[src/rtl/ysyx_22040125_lsu_pkg.sv]
// Shared types and constants for the load/store unit: FSM states, size codes,
// writeback error codes and the bit positions inside the one-hot op selects.
package ysyx_22040125_lsu_pkg;

    typedef enum logic [1:0] {
        ST_IDLE = 2'd0,
        ST_REQ  = 2'd1,
        ST_WAIT = 2'd2,
        ST_RESP = 2'd3
    } lsu_state_e;

    typedef enum logic [1:0] {
        SZ_B = 2'd0,
        SZ_H = 2'd1,
        SZ_W = 2'd2,
        SZ_D = 2'd3
    } lsu_size_e;

    localparam logic [1:0] ERR_OK       = 2'b00;
    localparam logic [1:0] ERR_MISALIGN = 2'b01;
    localparam logic [1:0] ERR_TIMEOUT  = 2'b10;
    localparam logic [1:0] ERR_ILLEGAL  = 2'b11;

    // l_bhw is {lb,lbu,lh,lhu,lw,lwu}; s_bhwd is {sb,sh,sw}
    localparam int unsigned L_LB  = 5;
    localparam int unsigned L_LBU = 4;
    localparam int unsigned L_LH  = 3;
    localparam int unsigned L_LHU = 2;
    localparam int unsigned L_LW  = 1;
    localparam int unsigned L_LWU = 0;
    localparam int unsigned S_SB  = 2;
    localparam int unsigned S_SH  = 1;
    localparam int unsigned S_SW  = 0;

    function automatic logic is_misaligned(input lsu_size_e size, input logic [2:0] off);
        case (size)
            SZ_B:    return 1'b0;
            SZ_H:    return off[0];
            SZ_W:    return |off[1:0];
            default: return |off;
        endcase
    endfunction

endpackage

[src/rtl/ysyx_22040125_lsu_align.sv]
// Combinational datapath of the LSU: request-side size decode, alignment check,
// strobe/write-data lane shift, and response-side load extract with extension.
module ysyx_22040125_lsu_align
    import ysyx_22040125_lsu_pkg::*;
(
    input  logic        is_load,
    input  logic [5:0]  l_bhw,
    input  logic [2:0]  s_bhwd,
    input  logic [2:0]  req_off,
    input  logic [63:0] req_wdata,
    output lsu_size_e   req_size,
    output logic        req_signed,
    output logic        req_misalign,
    output logic [7:0]  req_wstrb,
    output logic [63:0] req_wdata_sh,
    input  lsu_size_e   rsp_size,
    input  logic        rsp_signed,
    input  logic [2:0]  rsp_off,
    input  logic [63:0] rsp_rdata,
    output logic [63:0] ld_data
);

    logic [63:0] rsp_sh;

    always_comb begin
        req_size   = SZ_D;
        req_signed = 1'b1;
        if (is_load) begin
            if (l_bhw[L_LB] | l_bhw[L_LBU])      req_size = SZ_B;
            else if (l_bhw[L_LH] | l_bhw[L_LHU]) req_size = SZ_H;
            else if (l_bhw[L_LW] | l_bhw[L_LWU]) req_size = SZ_W;
            req_signed = !(l_bhw[L_LBU] | l_bhw[L_LHU] | l_bhw[L_LWU]);
        end else begin
            if (s_bhwd[S_SB])      req_size = SZ_B;
            else if (s_bhwd[S_SH]) req_size = SZ_H;
            else if (s_bhwd[S_SW]) req_size = SZ_W;
        end
    end

    assign req_misalign = is_misaligned(req_size, req_off);

    always_comb begin
        case (req_size)
            SZ_B:    req_wstrb = 8'h01 << req_off;
            SZ_H:    req_wstrb = 8'h03 << req_off;
            SZ_W:    req_wstrb = 8'h0F << req_off;
            default: req_wstrb = 8'hFF;
        endcase
    end

    assign req_wdata_sh = req_wdata << {req_off, 3'b000};
    assign rsp_sh       = rsp_rdata >> {rsp_off, 3'b000};

    always_comb begin
        case (rsp_size)
            SZ_B:    ld_data = rsp_signed ? {{56{rsp_sh[7]}},  rsp_sh[7:0]}  : {56'd0, rsp_sh[7:0]};
            SZ_H:    ld_data = rsp_signed ? {{48{rsp_sh[15]}}, rsp_sh[15:0]} : {48'd0, rsp_sh[15:0]};
            SZ_W:    ld_data = rsp_signed ? {{32{rsp_sh[31]}}, rsp_sh[31:0]} : {32'd0, rsp_sh[31:0]};
            default: ld_data = rsp_sh;
        endcase
    end

endmodule

[src/rtl/ysyx_22040125_lsu.sv]
// Load/store unit: accepts one EXU access, runs the memory request/response
// handshake with a response timeout, and hands the result to write-back.
//
// state | meaning
// IDLE  | ready for EXU; decode and early error check on accept
// REQ   | mem_req_valid high, request fields held until mem_req_ready
// WAIT  | waiting for mem_rsp_valid, counting toward TIMEOUT
// RESP  | wb_valid high, result held until wb_ready
module ysyx_22040125_lsu
    import ysyx_22040125_lsu_pkg::*;
#(
    parameter int unsigned TIMEOUT = 255
) (
    input  logic        clk,
    input  logic        rst,
    input  logic        ex_valid,
    output logic        ex_ready,
    input  logic [63:0] ex_addr,
    input  logic [63:0] ex_wdata,
    input  logic        is_load,
    input  logic        is_store,
    input  logic [5:0]  l_bhw,
    input  logic [2:0]  s_bhwd,
    output logic        mem_req_valid,
    input  logic        mem_req_ready,
    output logic [31:0] mem_addr,
    output logic        mem_wen,
    output logic [63:0] mem_wdata,
    output logic [7:0]  mem_wstrb,
    input  logic        mem_rsp_valid,
    input  logic [63:0] mem_rsp_rdata,
    output logic        wb_valid,
    input  logic        wb_ready,
    output logic [63:0] wb_rdata,
    output logic [1:0]  wb_err
);

    localparam logic [7:0] TIMEOUT_CNT = 8'(TIMEOUT);

    lsu_state_e  state, state_next;
    lsu_size_e   req_size, size_q;
    logic        req_signed, req_misalign, illegal;
    logic [7:0]  req_wstrb;
    logic [63:0] req_wdata_sh, ld_data;
    logic        op_load_q, signed_q;
    logic [2:0]  off_q;
    logic [7:0]  cnt_q, cnt_inc;
    logic        unused_addr;

    assign unused_addr = ^ex_addr[63:32];
    assign illegal     = (is_load == is_store);
    assign cnt_inc     = cnt_q + 8'd1;

    ysyx_22040125_lsu_align u_align (
        .is_load      (is_load),
        .l_bhw        (l_bhw),
        .s_bhwd       (s_bhwd),
        .req_off      (ex_addr[2:0]),
        .req_wdata    (ex_wdata),
        .req_size     (req_size),
        .req_signed   (req_signed),
        .req_misalign (req_misalign),
        .req_wstrb    (req_wstrb),
        .req_wdata_sh (req_wdata_sh),
        .rsp_size     (size_q),
        .rsp_signed   (signed_q),
        .rsp_off      (off_q),
        .rsp_rdata    (mem_rsp_rdata),
        .ld_data      (ld_data)
    );

    always_ff @(posedge clk or negedge rst) begin
        if (!rst) state <= ST_IDLE;
        else      state <= state_next;
    end

    always_comb begin
        state_next = state;
        case (state)
            ST_IDLE: if (ex_valid) state_next = (illegal || req_misalign) ? ST_RESP : ST_REQ;
            ST_REQ:  if (mem_req_ready) state_next = ST_WAIT;
            ST_WAIT: if (mem_rsp_valid || cnt_inc == TIMEOUT_CNT) state_next = ST_RESP;
            ST_RESP: if (wb_ready) state_next = ST_IDLE;
            default: state_next = ST_IDLE;
        endcase
    end

    assign ex_ready      = (state == ST_IDLE);
    assign mem_req_valid = (state == ST_REQ);
    assign wb_valid      = (state == ST_RESP);

    always_ff @(posedge clk or negedge rst) begin
        if (!rst) begin
            mem_addr  <= '0;
            mem_wen   <= 1'b0;
            mem_wdata <= '0;
            mem_wstrb <= '0;
            wb_rdata  <= '0;
            wb_err    <= ERR_OK;
            cnt_q     <= '0;
            op_load_q <= 1'b0;
            signed_q  <= 1'b0;
            off_q     <= '0;
            size_q    <= SZ_B;
        end else begin
            case (state)
                ST_IDLE: if (ex_valid) begin
                    op_load_q <= is_load;
                    off_q     <= ex_addr[2:0];
                    size_q    <= req_size;
                    signed_q  <= req_signed;
                    wb_rdata  <= '0;
                    if (illegal) begin
                        wb_err <= ERR_ILLEGAL;
                    end else if (req_misalign) begin
                        wb_err <= ERR_MISALIGN;
                    end else begin
                        // Request fields only change here, so they stay put for all of REQ
                        mem_addr  <= {ex_addr[31:3], 3'b000};
                        mem_wen   <= is_store;
                        mem_wdata <= is_store ? req_wdata_sh : '0;
                        mem_wstrb <= is_store ? req_wstrb : '0;
                    end
                end
                ST_REQ: if (mem_req_ready) cnt_q <= '0;
                ST_WAIT: begin
                    if (mem_rsp_valid) begin
                        wb_err   <= ERR_OK;
                        wb_rdata <= op_load_q ? ld_data : '0;
                    end else begin
                        cnt_q <= cnt_inc;
                        if (cnt_inc == TIMEOUT_CNT) begin
                            wb_err   <= ERR_TIMEOUT;
                            wb_rdata <= '0;
                        end
                    end
                end
                ST_RESP: if (wb_ready) begin
                    wb_err   <= ERR_OK;
                    wb_rdata <= '0;
                end
                default: ;
            endcase
        end
    end

endmodule
[config.mk]
export PLATFORM = sky130hd
export DESIGN_NAME = ysyx_22040125_lsu
export DESIGN_NICKNAME = d
export VERILOG_FILES = /design/src/rtl/ysyx_22040125_lsu_pkg.sv /design/src/rtl/ysyx_22040125_lsu_align.sv /design/src/rtl/ysyx_22040125_lsu.sv
export SDC_FILE = /design/constraint.sdc
export NUM_CORES = 1
export LEC_CHECK = 0
export CORE_ASPECT_RATIO = 2
export CORE_MARGIN = 5
export CORE_UTILIZATION = 44
export CTS_BUF_LIST = sky130_fd_sc_hd__clkbuf_4
export CTS_CLUSTER_SIZE = 24
export DETAILED_ROUTE_END_ITERATION = 10
export MAX_ROUTING_LAYER = met4
export PLACE_DENSITY = 0.91
export SLEW_MARGIN = 40
export SYNTH_ARGS = -nofsm -noshare
export SYNTH_HDL_FRONTEND = slang
export SYNTH_HIERARCHICAL = 1
export SYNTH_SLANG_ARGS = --single-unit
[constraint.sdc]
create_clock -name clk -period 2 [get_ports clk]
set_clock_uncertainty 0.05 [all_clocks]
set_input_delay 0.4 -clock clk [delete_from_list [all_inputs] [get_ports clk]]
set_output_delay 0.4 -clock clk [all_outputs]
set_load 0.02 [all_outputs]
==> summary.txt <==
Finish
  • Util after Layout: 68.5%
  • Fin area: 0.0181 mm²
  • Share of layout cells above drive strength 1: 33.4%
  • Area Overhead vs Synth: 53.4%
  • Layout fillers: 1900
  • Final Non-Filler Cells: 2019
  • Fin nets: 1878

Timing
  • Setup TNS: -22.44 ns
  • Worst slew pin tran: 0.756 ns
  • Max-slew violation count: 0
  • Slew HR: 49.6%
  • Tmin final: 2.22 ns
  • Final setup margin: -0.219 ns
  • RSZ-0062 raised after global routing: true
  • Fin. Hold Viols: 0
  • WHS: 0.151 ns
  • Highest clock rate: 451 MHz
  • Setup Viol. Count Final: 171
  • Fin crit share: 111%

Worst setup path
  • CP required: 2.48 ns
  • Critical path, cell by cell: buf_8, o31ai_4, nand2_2, o21a_4, ha_4, a21oi_4, nor2_2, o32a_1, nor3_4, nand2_4, buf_12, buf_12, buf_16, mux2_2
  • Crit Path Max Fanout: 8
  • Slowest stage delay, CP: 0.28 ns
  • CP delay by family, top: compound AO/OA/AOI/OAI gates
  • Startpoint types: input port
  • Crit Path Category: in -> reg
  • Critical Path Slowest Stage Cell: o31ai_4
  • CP Buf/Inv Count: 4
  • Most frequent CP cell: buf_12
  • CP Capture Type: flip-flop
  • CP Data Arrival Time: 2.70 ns

Yosys
  • Total number of yosys warnings: 6
  • Top cell type's share of synthesized area: 39.3%
  • Area of the mapped netlist: 0.0118 mm²
  • Asr flop ratio synth: 100%
  • Number of synthesized flops with an enable pin: 0
  • Unique masters post-synth: 72
  • #FFs+latches synth: 185
  • Seq/Total Area, Yosys: 39.3%
  • Dominant synthesized flop cell: dfrtp_1
  • Post-synthesis average cell area: 10.0 µm²
  • Dominant cell type by area after synthesis: dfrtp_1
  • Gate Count Post-Synth: 1179
  • Synth top area cells: dfrtp_1 (39%), mux4_2 (7.5%), nand2_1 (6.7%), mux2_2 (6.6%), mux2i_1 (6.5%)

GRT
  • GR met2 Demand/Resource: 60.1%
  • Met1 usage: 29.9%
  • Pin count of the biggest net entering global routing: 74
  • Global-route wire length before repair: 74800 µm
  • Most Crowded Layer GR: met2
  • Met3 Use GR: 6.09%
  • Total track usage: 33.4%
  • Vias in the first global route: 13000
  • GRT overflow: 0
  • Antenna violations before repair: 2

Clock tree
  • Worst-Skew Late Latency: 0.63 ns
  • Clock slew at reported path FFs: 0.15 ns
  • CTS tree: built
  • Max clock buf depth: 2
  • CTS H-tree depth: 4
  • CTS Root Cell: clkbuf_4
  • Clock Sinks: 185
  • Num CTS Buffers: 17

Floorplanning
  • DIE WIDTH: 126 µm
  • Die height: 241 µm
  • Starting density of the core: 44.7%
  • Site Rows: 84
  • Io pins: 383
  • Core area: 0.0264 mm²
  • Die Area: 0.0304 mm²

Worst hold path
  • Hold crit path type: in -> reg

Placed design
  • Placer Congestion: 0.988
  • Post-place setup slack: -1.21 ns
  • IO Port Bufs: 347
  • Placed Area: 0.0166 mm²
  • Hpwl dp: 36800 µm
  • Post-Place Cells: 1950

Drt
  • Via/cell ratio: 6.08
  • Via count: 12300
  • Final WL: 51000 µm
  • Iteration-0 DRC Markers: 1042
  • # DRC: 0
  • Routed WL per cell: 25.2 µm
  • Antenna-violating nets left: 0
  • Drt pass-1 iters: 5

Outcome
  • Failing checks: negative setup slack
  • Status: finished with violations

Power and ir drop
  • Clock power frac: 10.5%
  • PwrDens: 1250 mW/mm²
  • Peak VDD IR: 745 µV
  • Switch Pwr: 10.1 mW
  • Sequential power share: 26.9%
  • Logic pwr share: 62.7%
  • Switching share of power: 44.8%
  • Total Power: 22.6 mW
  • Internal power: 12.5 mW
  • Cell leakage power: 8.57 nW

Run
  • Maximum capacitance violations: 0
path summary, 6_finish.rpt:
check / startpoint / slack, ns / depth (start not counted) / to
max in group asynchronous: rst / 1.00 / 3 / wb_rdata[3]$_DFFE_PN0P_
min: is_load / 0.15 / 3 / op_load_q$_DFFE_PN0P_
min in group asynchronous: rst / 0.24 / 2 / wb_rdata[0]$_DFFE_PN0P_
max: l_bhw[2] / -0.22 / 14 / mem_addr[31]$_DFFE_PN0P_
min reg2reg: mem_wdata[49]$_DFFE_PN0P_ / 0.46 / 2 / mem_wdata[49]$_DFFE_PN0P_
max reg2reg: cnt_q[0]$_DFFE_PN0P_ / -0.19 / 8 / wb_rdata[19]$_DFFE_PN0P_
synth_stat cells, types with 12 or more instances:
library cell / count
nand4_1: 18
a21oi_1: 32
clkbuf_1: 34
dfrtp_1: 185
mux2i_1: 76
buf_6: 23
o21ai_0: 81
mux4_2: 39
nand4_2: 12
nor2_1: 77
mux2_2: 69
buf_4: 17
o21ai_1: 18
nand2_1: 211
and2_1: 13
o2111ai_1: 12
buf_2: 30
a22o_1: 68
worst register-to-register path, stage by stage (launching register included):
cell	delay, ns
dfrtp_1	0.45
inv_1	0.09
ha_2	0.19
nand3_2	0.07
or4_4	0.54
o211ai_4	0.12
nand3_4	0.10
buf_12	0.20
a22o_1	0.28
power by group through the flow:
stage	Sequential [mW]	Clock, mW	Combinational (mW)
2_1_floorplan	7.17	0	6.30
3_3_place_gp	5.97	0	13.2
3_5_place_dp	6.00	0	13.5
4_1_cts	5.95	2.42	13.6
5_1_grt	6.22	2.56	14.8
6_report	6.06	2.37	14.2
cells in the final DEF (no fill, tap or decap), drive strengths merged, types with 5 or more instances in the layout:
| cell type | n |
|---|---|
| o22ai | 10 |
| o2bb2ai | 7 |
| mux2 | 72 |
| clkdlybuf4s15 | 17 |
| nand4 | 30 |
| a22oi | 9 |
| nor3 | 6 |
| mux4 | 39 |
| nand2b | 6 |
| mux2i | 77 |
| o32ai | 6 |
| ha | 10 |
| dfrtp | 185 |
| nand2 | 212 |
| and2 | 13 |
| clkdlybuf4s50 | 161 |
| buf | 233 |
| inv | 12 |
| o21ai | 103 |
| a21oi | 32 |
| nor2b | 12 |
| clkbuf | 24 |
| o21bai | 5 |
| o2111ai | 12 |
| a22o | 73 |
| o211ai | 7 |
| dlygate4sd2 | 154 |
| nand3 | 21 |
| nor2 | 78 |
layout make-up:
type                            instances  area (µm²)  share of cell area, %
Timing Repair Buffer                  570        5650                   31.2
Tap cell                              344         430                   2.38
Sequential cell                       185        4640                   25.7
Multi-Input combinational cell        875        6990                   38.7
Clock buffer                           20         150                  0.831
Antenna cell                            4        10.0                 0.0554
Inverter                               10        37.5                  0.208
Clock inverter                         11         171                  0.948
registers in the layout, summed over array words and instances (netlist names):
name and cells:
mem_wdata 64, wb_rdata 64, mem_addr 29, cnt_q 8, mem_wstrb 8, off_q 3
size_q 2, state 2, wb_err 2, mem_wen 1, op_load_q 1, signed_q 1
cell families after synthesis:
family          count (synthesis)  synth area share, %
xor+xnor                        1               0.0743
mux                           188                 20.9
buf+inv                       121                 6.39
fa+ha+maj                      10                 1.06
flops                         185                 39.3
compound gates                279                 16.2
simple gates                  394                 16.0
other cells                     1               0.0318
per-layer routing:
metal	vias to the layer above	wire, µm
met5	-	0
met4	0	5350
met3	261	3450
met2	805	27000
met1	5950	15200
li1	5266	-
what timing repair did:
action	CTS	global route
hold buffers	1	0
pin swaps	37	30
hold endpoints to repair	47	0
gates resized for setup	395	122
buffers inserted	18	4
cloned	17	1
setup endpoints to repair	341	183
Note: power is estimated with default switching activity, not from simulation.
